===== src/rtl/csr_utrap_unit.sv =====
// User-mode CSR file with trap-entry/URET sequencer and 64-bit counters.
// Zicsr read-modify-write ops are decoded combinationally. Trap and URET
// state updates land on the accepting edge. The FSM then walks
// SAVE -> JUMP (trap) or URET to produce a one-cycle fetch redirect.
module csr_utrap_unit #(
  parameter int              XLEN        = 32,
  parameter logic [XLEN-1:0] RESET_UTVEC = '0,
  parameter int              TIME_DIV    = 1,
  parameter bit              EN_COUNTERS = 1'b1
) (
  input  logic            iCLK,
  input  logic            iRST,
  input  logic [2:0]      iCsrOp,
  input  logic [11:0]     iCsrAddr,
  input  logic [XLEN-1:0] iRs1Data,
  input  logic [4:0]      iZimm,
  input  logic            iTrapReq,
  input  logic [XLEN-1:0] iTrapCause,
  input  logic [XLEN-1:0] iTrapVal,
  input  logic [XLEN-1:0] iTrapPC,
  input  logic            iUret,
  input  logic            iInstRetired,
  input  logic            iExtIrq,
  output logic [XLEN-1:0] oRdData,
  output logic            oIllegal,
  output logic            oIrqPending,
  output logic            oBusy,
  output logic            oRedirect,
  output logic [XLEN-1:0] oRedirectPC
);

  typedef enum logic [1:0] {ST_IDLE = 2'd0, ST_SAVE = 2'd1, ST_JUMP = 2'd2, ST_URET = 2'd3} state_t;

  state_t state_reg, state_next;

  logic            status_uie_reg, status_upie_reg;
  logic [XLEN-1:0] uie_reg, utvec_reg, uscratch_reg, uepc_reg, ucause_reg, utval_reg;
  logic [63:0]     cycle_reg, time_reg, instret_reg;
  logic [31:0]     div_reg;

  logic            idle, take_trap, take_uret, op_valid, wr_attempt;
  logic            csr_mapped, csr_ro, illegal, do_write;
  logic [XLEN-1:0] src, rd_val, wr_val, ustatus_val, uip_val, utvec_base, jump_pc;

  assign idle       = (state_reg == ST_IDLE);
  assign take_trap  = idle & iTrapReq;
  assign take_uret  = idle & ~iTrapReq & iUret;
  assign op_valid   = (iCsrOp[1:0] != 2'd0);
  // Set/clear forms with rs1=x0 (or zimm=0) are pure reads and never write.
  assign wr_attempt = op_valid & ((iCsrOp[1:0] == 2'd1) | (iZimm != 5'd0));
  assign src        = iCsrOp[2] ? XLEN'(iZimm) : iRs1Data;

  assign ustatus_val = {{(XLEN-5){1'b0}}, status_upie_reg, 3'b000, status_uie_reg};
  assign uip_val     = {{(XLEN-9){1'b0}}, iExtIrq, 8'h00};

  // Read mux plus address classification (mapped / read-only).
  always_comb begin
    rd_val     = '0;
    csr_mapped = 1'b1;
    csr_ro     = 1'b0;
    case (iCsrAddr)
      12'h000: rd_val = ustatus_val;
      12'h004: rd_val = uie_reg;
      12'h005: rd_val = utvec_reg;
      12'h040: rd_val = uscratch_reg;
      12'h041: rd_val = uepc_reg;
      12'h042: rd_val = ucause_reg;
      12'h043: rd_val = utval_reg;
      12'h044: begin rd_val = uip_val; csr_ro = 1'b1; end
      12'hC00: begin csr_mapped = EN_COUNTERS; csr_ro = 1'b1; rd_val = EN_COUNTERS ? cycle_reg[XLEN-1:0] : '0; end
      12'hC01: begin csr_mapped = EN_COUNTERS; csr_ro = 1'b1; rd_val = EN_COUNTERS ? time_reg[XLEN-1:0] : '0; end
      12'hC02: begin csr_mapped = EN_COUNTERS; csr_ro = 1'b1; rd_val = EN_COUNTERS ? instret_reg[XLEN-1:0] : '0; end
      12'hC80: begin csr_mapped = EN_COUNTERS; csr_ro = 1'b1; rd_val = EN_COUNTERS ? XLEN'(cycle_reg >> 32) : '0; end
      12'hC81: begin csr_mapped = EN_COUNTERS; csr_ro = 1'b1; rd_val = EN_COUNTERS ? XLEN'(time_reg >> 32) : '0; end
      12'hC82: begin csr_mapped = EN_COUNTERS; csr_ro = 1'b1; rd_val = EN_COUNTERS ? XLEN'(instret_reg >> 32) : '0; end
      default: csr_mapped = 1'b0;
    endcase
  end

  assign illegal  = op_valid & idle & (~csr_mapped | (wr_attempt & csr_ro));
  assign do_write = idle & ~iTrapReq & ~iUret & wr_attempt & ~illegal;

  // New CSR value for the read-modify-write forms.
  always_comb begin
    case (iCsrOp[1:0])
      2'd2:    wr_val = rd_val | src;
      2'd3:    wr_val = rd_val & ~src;
      default: wr_val = src;
    endcase
  end

  // Vectored mode only applies to interrupts (cause MSB set).
  assign utvec_base = {utvec_reg[XLEN-1:2], 2'b00};
  assign jump_pc    = (utvec_reg[0] & ucause_reg[XLEN-1]) ?
                      utvec_base + XLEN'({ucause_reg[4:0], 2'b00}) : utvec_base;

  // Sequencer state register.
  always_ff @(posedge iCLK or posedge iRST) begin
    if (iRST) state_reg <= ST_IDLE;
    else      state_reg <= state_next;
  end

  // Sequencer next state and redirect/stall outputs.
  always_comb begin
    state_next  = state_reg;
    oBusy       = 1'b0;
    oRedirect   = 1'b0;
    oRedirectPC = '0;
    case (state_reg)
      ST_IDLE: begin
        if (iTrapReq)   state_next = ST_SAVE;
        else if (iUret) state_next = ST_URET;
      end
      ST_SAVE: begin
        oBusy      = 1'b1;
        state_next = ST_JUMP;
      end
      ST_JUMP: begin
        oBusy       = 1'b1;
        oRedirect   = 1'b1;
        oRedirectPC = jump_pc;
        state_next  = ST_IDLE;
      end
      ST_URET: begin
        oBusy       = 1'b1;
        oRedirect   = 1'b1;
        oRedirectPC = uepc_reg;
        state_next  = ST_IDLE;
      end
      default: state_next = ST_IDLE;
    endcase
  end

  // CSR storage: trap entry beats URET beats software writes.
  always_ff @(posedge iCLK or posedge iRST) begin
    if (iRST) begin
      status_uie_reg  <= 1'b0;
      status_upie_reg <= 1'b0;
      uie_reg         <= '0;
      utvec_reg       <= RESET_UTVEC;
      uscratch_reg    <= '0;
      uepc_reg        <= '0;
      ucause_reg      <= '0;
      utval_reg       <= '0;
    end else if (take_trap) begin
      uepc_reg        <= iTrapPC & ~XLEN'(3);
      ucause_reg      <= iTrapCause;
      utval_reg       <= iTrapVal;
      status_upie_reg <= status_uie_reg;
      status_uie_reg  <= 1'b0;
    end else if (take_uret) begin
      status_uie_reg  <= status_upie_reg;
      status_upie_reg <= 1'b1;
    end else if (do_write) begin
      case (iCsrAddr)
        12'h000: begin status_uie_reg <= wr_val[0]; status_upie_reg <= wr_val[4]; end
        12'h004: uie_reg      <= wr_val;
        12'h005: utvec_reg    <= wr_val & ~XLEN'(2);
        12'h040: uscratch_reg <= wr_val;
        12'h041: uepc_reg     <= wr_val & ~XLEN'(3);
        12'h042: ucause_reg   <= wr_val;
        12'h043: utval_reg    <= wr_val;
        default: ;
      endcase
    end
  end

  // Free-running 64-bit counters; time advances once every TIME_DIV cycles.
  always_ff @(posedge iCLK or posedge iRST) begin
    if (iRST) begin
      cycle_reg   <= '0;
      time_reg    <= '0;
      instret_reg <= '0;
      div_reg     <= '0;
    end else begin
      cycle_reg <= cycle_reg + 64'd1;
      if (iInstRetired) instret_reg <= instret_reg + 64'd1;
      if (div_reg == 32'(TIME_DIV - 1)) begin
        div_reg  <= '0;
        time_reg <= time_reg + 64'd1;
      end else begin
        div_reg <= div_reg + 32'd1;
      end
    end
  end

  assign oRdData     = rd_val;
  assign oIllegal    = illegal;
  assign oIrqPending = status_uie_reg & uie_reg[8] & iExtIrq;

endmodule

===== config.mk =====
export PLATFORM = sky130hd
export DESIGN_NAME = csr_utrap_unit
export DESIGN_NICKNAME = d
export VERILOG_FILES = /design/src/rtl/csr_utrap_unit.sv
export SDC_FILE = /design/constraint.sdc
export NUM_CORES = 1
export LEC_CHECK = 0
export ABC_AREA = 0
export BUFFER_PORTS_ARGS = -buffer_cell sky130_fd_sc_hd__buf_2
export CAP_MARGIN = 10
export CORE_AREA = 10 10 258 186
export CTS_BUF_LIST = sky130_fd_sc_hd__clkbuf_16
export CTS_CLUSTER_DIAMETER = 150
export DETAILED_ROUTE_END_ITERATION = 7
export DIE_AREA = 0 0 268 196
export HOLD_SLACK_MARGIN = 0.02
export PLACE_DENSITY = 0.85
export SLEW_MARGIN = 15
export SYNTH_ARGS = -nofsm -noshare
export SYNTH_HDL_FRONTEND = slang
export SYNTH_SLANG_ARGS = --single-unit

===== constraint.sdc =====
create_clock -name iCLK -period 15.2 [get_ports iCLK]
set_clock_uncertainty 0.1 [all_clocks]
set_input_delay 4.56 -clock iCLK [delete_from_list [all_inputs] [get_ports iCLK]]
set_output_delay 4.56 -clock iCLK [all_outputs]
set_load 0.03 [all_outputs]

==> results of run 1 <==
-- routing by layer --
layer  global-route usage, %  part of all wire, %  wire length, um  vias up
met5                       0                0.025               23        -
met4                    9.81                  3.5             3260        4
met3                    14.6                   16            14700      266
met2                    48.5                   41            38500     1603
met1                    48.0                   39            36800    11082
li1                        -                    -                -     9356
-- cells by family after synthesis --
kind of cell / share of synthesized area (%)
xor+xnor: 8.70
simple gates: 22.1
fa+ha+maj: 0.618
compound gates: 14.1
buf+inv: 3.61
mux: 6.42
flops: 44.5
other cells: 0.0160
-- placed cells by master, fill, tap and decap left out, types with 17 or more instances in the layout --
master and n:
o21ai_0 97, nor2_1 141, nand2_1 252, nand4_1 99, mux2i_1 55, inv_1 53, clkbuf_16 44, a31oi_1 51
mux2_2 58, buf_4 36, nand2b_1 21, a22oi_1 41, nand3_1 164, o22ai_1 27, nor3_1 59, nor2b_1 23
xor2_1 92, and4_1 23, and3_1 56, nor4_1 34, xnor2_1 141, a21oi_1 57, dfrtp_1 417, buf_2 217
o211ai_1 58, o31ai_1 18, or4_1 17
-- cells in the mapped netlist (all sizes together) (14+ instances only) --
library cell	count
nor2	142
o211ai	58
nand2b	21
o21ai	101
a22oi	41
mux2i	55
nor3	65
xnor2	141
buf	58
nor4	38
o31ai	19
nor2b	23
and4	23
nand2	254
a21oi	58
clkbuf	97
or4	17
nand3	166
mux2	61
xor2	92
dfrtp	417
and2	18
nand4	100
and3	56
o22ai	27
a31oi	51
inv	48
or3	14
or2	15
-- metrics by stage --
step | std cells | hold WS [ns] | instance area [um2] | power, W
after global placement | 3124 | 0.359 | 25000 | 0.00207
final | 3202 | 0.383 | 26400 | 0.00319
after CTS | 3201 | 0.378 | 26400 | 0.00316
after floorplan | 2464 | 0.341 | 23500 | 0.00182
after global routing | 3202 | 0.402 | 26400 | 0.00329
after detailed placement | 3124 | 0.366 | 25000 | 0.00209
-- worst max-delay path, cell delays in order --
cell      delay (ns)
buf_2           0.10
buf_4           0.63
or4b_2          0.77
nor3_2          0.88
a222oi_1        0.42
and3_1          0.35
nand2_1         0.19
buf_2           0.25
-- area by class of cell --
type,count,area share (%)
well taps,561,2.66
repair buffers,254,5.22
flip-flops and latches,417,39.6
clock inverters,33,1.14
diodes,1,0.00949
inverters,48,0.698
multi-input cells,1844,46.5
clock buffers,44,4.18
-- power groups by stage --
stage / combinational [W] / sequential [W] / clock, W
after floorplan: 0.000494 / 0.00133 / 0
after global placement: 0.000667 / 0.00140 / 0
after detailed placement: 0.000683 / 0.00141 / 0
after CTS: 0.000687 / 0.00139 / 0.00109
after global routing: 0.000756 / 0.00141 / 0.00113
final: 0.000702 / 0.00140 / 0.00109
-- worst min-delay path by stage --
stage	start	to	slack [ns]	depth (start not counted)
final	time_reg[63]	time_reg[63]	0.38	1
after global routing	div_reg[31]	div_reg[31]	0.40	1
after CTS	time_reg[63]	time_reg[63]	0.38	1
after detailed placement	time_reg[63]	time_reg[63]	0.37	1
after global placement	uscratch_reg[3]	uscratch_reg[3]	0.36	2
after floorplan	cycle_reg[63]	cycle_reg[63]	0.34	1
==> reports/qor.yml, run 1 <==
switching_power_w: 0.00108
io_buffer_count: 217
rr_worst_depth: 7
synthTopCellsByArea: "dfrtp_1 44%, xnor2_1 5.3%, nand2_1 4.1%"
drive_above_1_share_pct: 16.7
setup_slack_ns: 2.35
clock_sinks: 417
pre_cts_ws_ns: 2.64
fp-row-count: 64
crit_type: "in -> out"
fp.dieH_um: 196
clk_pin_slew_worst_paths_ns: 0.06
seqPwrFrac_pct: 44.0
cts-resized-gates: 0
setup_viol: 0
setup.worst_path.end_class: "primary output"
maxSlewViolCount: 0
die-area_mm2: 0.0525
start_util_pct: 54.5
netlist.top_cell.by_area: "dfrtp_1"
reg2reg_slack_ns: 10.59
ant_nets: 0
combPwrFrac_pct: 22.0
synth_cell_type_count: 86
syn_area_mm2: 0.0235
grt_max_degree: 170
fp.dieW_um: 268
seqCellArea_mm2: 0.0104
r2r_end: "utval_reg[20]"
rsz0062_at_grt: "false"
cts_tree: "done"
grt_use_total_pct: 34.6
grt_antenna_before_repair: 4
cts-root-buf: "clkbuf_16"
drv_cap: 0
drtIter0Drc: 3924
arrival_ns: 8.19
min_period_over_period_pct: 84.6
p_int_w: 0.00211
async_flop_share_pct: 100
crit_end: "oRdData[25]"
hold_viol_final: 0
critPathLaunchType: "input pin"
htreeDepth: 2
postCtsSetupBuffers: 0
vias: 22311
multi_input_area_mm2: 0.0123
areaGrowthSynthToFinish_pct: 12.4
leakage_nw: 11.8
numCtsBuffers: 43
ys_warn_count: 0
nNetsFinal: 2773
syn_avg_cell_area_um2: 9.53
final_core_util_pct: 61.2
core-area_mm2: 0.0431
violations: "DRC"
grt_pass1_vias: 21213
gr-total-overflow: 0
tns_ns: 0
p_sw_share_pct: 33.8
io_pins: 222
relSlewSlack_pct: 12.4
wire_per_inst_um: 29.1
clock_latency_ns: 0.57
hpwl_um: 70300
drc: 6
cts_hold_buf: 0
status: "complete, but fails checks"
fillers: 3559
vias_per_cell: 6.97
fmax_mhz: 77.8
clockPowerShare_pct: 34.1
gp_congestion: 1.06
hp-class: "reg -> reg"
cp_max_fo: 47
syn_inst: 2463
synth_enable_flop_cells: 0
power_density_mw_per_mm2: 121
ctsLongestPathBuffers: 3
vdd.ir_drop.worst_uv: 111
period_needed_ns: 12.85
reg2reg_from: "state_reg[0]"
drt-total-wl_um: 93300
ys_ff_latch: 417
cp-startpoint: "iCsrAddr[7]"
grt_pass1_wl_um: 137000
required_ns: 10.54
first_pass_iters: 8
worst_pin_slew_ns: 1.30
ys_seq_area_share_pct: 44.5
synth_top_cell_area_share_pct: 44.5
synthFlopType: "dfrtp_1"
(Power assumes the default switching activity.)
==> run 2: changes to the inputs <==
==> constraint.sdc (replaced) <==
create_clock -name iCLK -period 11.1 [get_ports iCLK]
set_clock_uncertainty 0.1 [all_clocks]
set_input_delay 3.33 -clock iCLK [delete_from_list [all_inputs] [get_ports iCLK]]
set_output_delay 3.33 -clock iCLK [all_outputs]
set_load 0.03 [all_outputs]
==> reports/qor.yml, run 2 (same netlist as run 1, synthesis figures left out) <==
grt_antenna_before_repair: 8  # +4
vias_per_cell: 6.95  # -0.32%
drt-total-wl_um: 93700  # +0.41%
maxSlewViolCount: 0  # unchanged
grt_max_degree: 156  # -8.2%
min_period_over_period_pct: 89.9
leakage_nw: 11.8  # about the same
io_pins: 222  # unchanged
critPathLaunchType: "input pin"
reg2reg_from: "state_reg[0]"
switching_power_w: 0.00147  # +36%
fmax_mhz: 100
wire_per_inst_um: 29.2  # +0.12%
setup_viol: 0  # unchanged
crit_end: "oRdData[15]"
fp.dieW_um: 268  # unchanged
ant_nets: 0  # unchanged
arrival_ns: 6.55  # -1.64 ns
gp_congestion: 1.06  # -0.14%
grt_pass1_vias: 21233  # +0.094%
seqPwrFrac_pct: 44.2  # +0.2 points
vdd.ir_drop.worst_uv: 142  # +28%
ctsLongestPathBuffers: 3  # unchanged
fp-row-count: 64  # unchanged
crit_type: "in -> out"
die-area_mm2: 0.0525  # unchanged
start_util_pct: 54.5  # unchanged
status: "complete, no violations"
required_ns: 7.67  # -2.87 ns
power_density_mw_per_mm2: 164  # +35%
hold_viol_final: 0  # unchanged
total_power_w: 0.00433  # +36%
postCtsSetupBuffers: 0  # unchanged
cp-startpoint: "iCsrAddr[0]"
crit_path_top_delay_cell: "a211oi_1"
reg2reg_slack_ns: 6.57  # -4.02 ns
p_int_w: 0.00286  # +35%
clock_latency_ns: 0.58  # about the same
layout_common_cells: "417 x dfrtp_1, 252 x nand2_1, 217 x buf_2, 164 x nand3_1"
crit_path_cell_trace: "buf_2, buf_4, mux4_2, nand4_1, nand4_1, a211oi_1, inv_1, buf_2"
first_pass_iters: 6  # -2
r2r_end: "utval_reg[15]"
gr-total-overflow: 0  # unchanged
grt_pass1_wl_um: 137000  # about the same
grt_use_total_pct: 34.8  # +0.18 points
drc: 0  # -6
cp_max_fo: 26  # -45%
rsz0062_at_grt: "false"
tns_ns: 0  # unchanged
areaGrowthSynthToFinish_pct: 12.5
numCtsBuffers: 42  # -2.3%
setup.worst_path.end_class: "primary output"
worst_pin_slew_ns: 1.29  # -0.0173 ns
p_sw_share_pct: 34.0  # +0.15 points
hpwl_um: 71700  # +1.9%
drv_cap: 0  # unchanged
relSlewSlack_pct: 13.7  # +1.3 points
clk_pin_slew_worst_paths_ns: 0.07  # about the same
cts_tree: "done"
rr_worst_depth: 7  # unchanged
cts_hold_buf: 0  # unchanged
io_buffer_count: 217  # unchanged
placed_cell_area_mm2: 0.0250  # +0.18%
cts-resized-gates: 0  # unchanged
drtIter0Drc: 3970  # +1.2%
vias: 22302  # -0.040%
final_core_util_pct: 61.3  # +0.070 points
drive_above_1_share_pct: 17.1  # +0.35 points
htreeDepth: 2  # unchanged
period_needed_ns: 9.98
final_common_cell: "dfrtp_1"
core-area_mm2: 0.0431  # unchanged
cts-root-buf: "clkbuf_16"
nNetsFinal: 2777  # +0.14%
fin_area_mm2: 0.0264  # +0.11%
hp-class: "reg -> reg"
combPwrFrac_pct: 22.5  # +0.5 points
fp.dieH_um: 196  # unchanged
clockPowerShare_pct: 33.3  # -0.8 points
clock_sinks: 417  # unchanged
cp_slowest_stage_delay_ns: 1.05  # +0.17 ns
[run 2: changes by cell type in the layout (fill, tap and decap cells not counted), sizes merged]
cell | previous run | this run
bufinv | 5 | 4
clkbuf | 44 | 43
clkinv | 18 | 17
clkinvlp | 4 | 6
buf | 254 | 259
diode | 1 | 6
[run 2: worst min-delay path by stage]
| stage | startpoint | to | cells after the start |
|---|---|---|---|
| 2_1_floorplan | cycle_reg[63] | cycle_reg[63] | 1 |
| 3_3_place_gp | uscratch_reg[19] | uscratch_reg[19] | 2 |
| 3_5_place_dp | time_reg[63] | time_reg[63] | 1 |
| 4_1_cts | time_reg[63] | time_reg[63] | 1 |
| 5_1_grt | time_reg[63] | time_reg[63] | 1 |
| 6_report | time_reg[63] | time_reg[63] | 1 |
[run 2: power by group through the flow]
stage	clock [W]	combinational [W]	sequential, W
final	0.00144	0.000973	0.00192
after global routing	0.00151	0.00104	0.00192
after CTS	0.00144	0.000950	0.00189
after detailed placement	0	0.000946	0.00192
after global placement	0	0.000917	0.00191
after floorplan	0	0.000677	0.00182
[run 2: critical path, delay by kind of cell]
kind	cells	cell delay, ns
multiplexers	1	0.60
AO/OA/AOI/OAI	1	1.05
buffers and inverters	4	1.21
AND/OR/NAND/NOR	2	0.34
[run 2: metrics by stage]
| step | instances | hold WS [ns] | worst slack [ns] |
|---|---|---|---|
| detailed placement | 3129 | 0.361 | 1.32 |
| floorplan | 2464 | 0.341 | 2.05 |
| global route | 3209 | 0.392 | 1.14 |
| CTS | 3205 | 0.371 | 1.31 |
| finish | 3211 | 0.378 | 1.12 |
| global placement | 3129 | 0.358 | 1.38 |
[run 2: layout make-up]
cell class	count	area [um2]
fill	3570	16700
multi-input combinational	1844	12300
sequential	417	10400
timing repair buffer	259	1410
clock buffer	43	1080
tap	561	702
clock inverter	33	288
inverter	48	184
antenna	6	15.0
[run 2: per-layer routing]
metal	global-route usage, %	wire length, um
met1	48.4	36900
met2	49.0	38500
met3	13.1	14800
met4	11.1	3450
met5	1.06	26
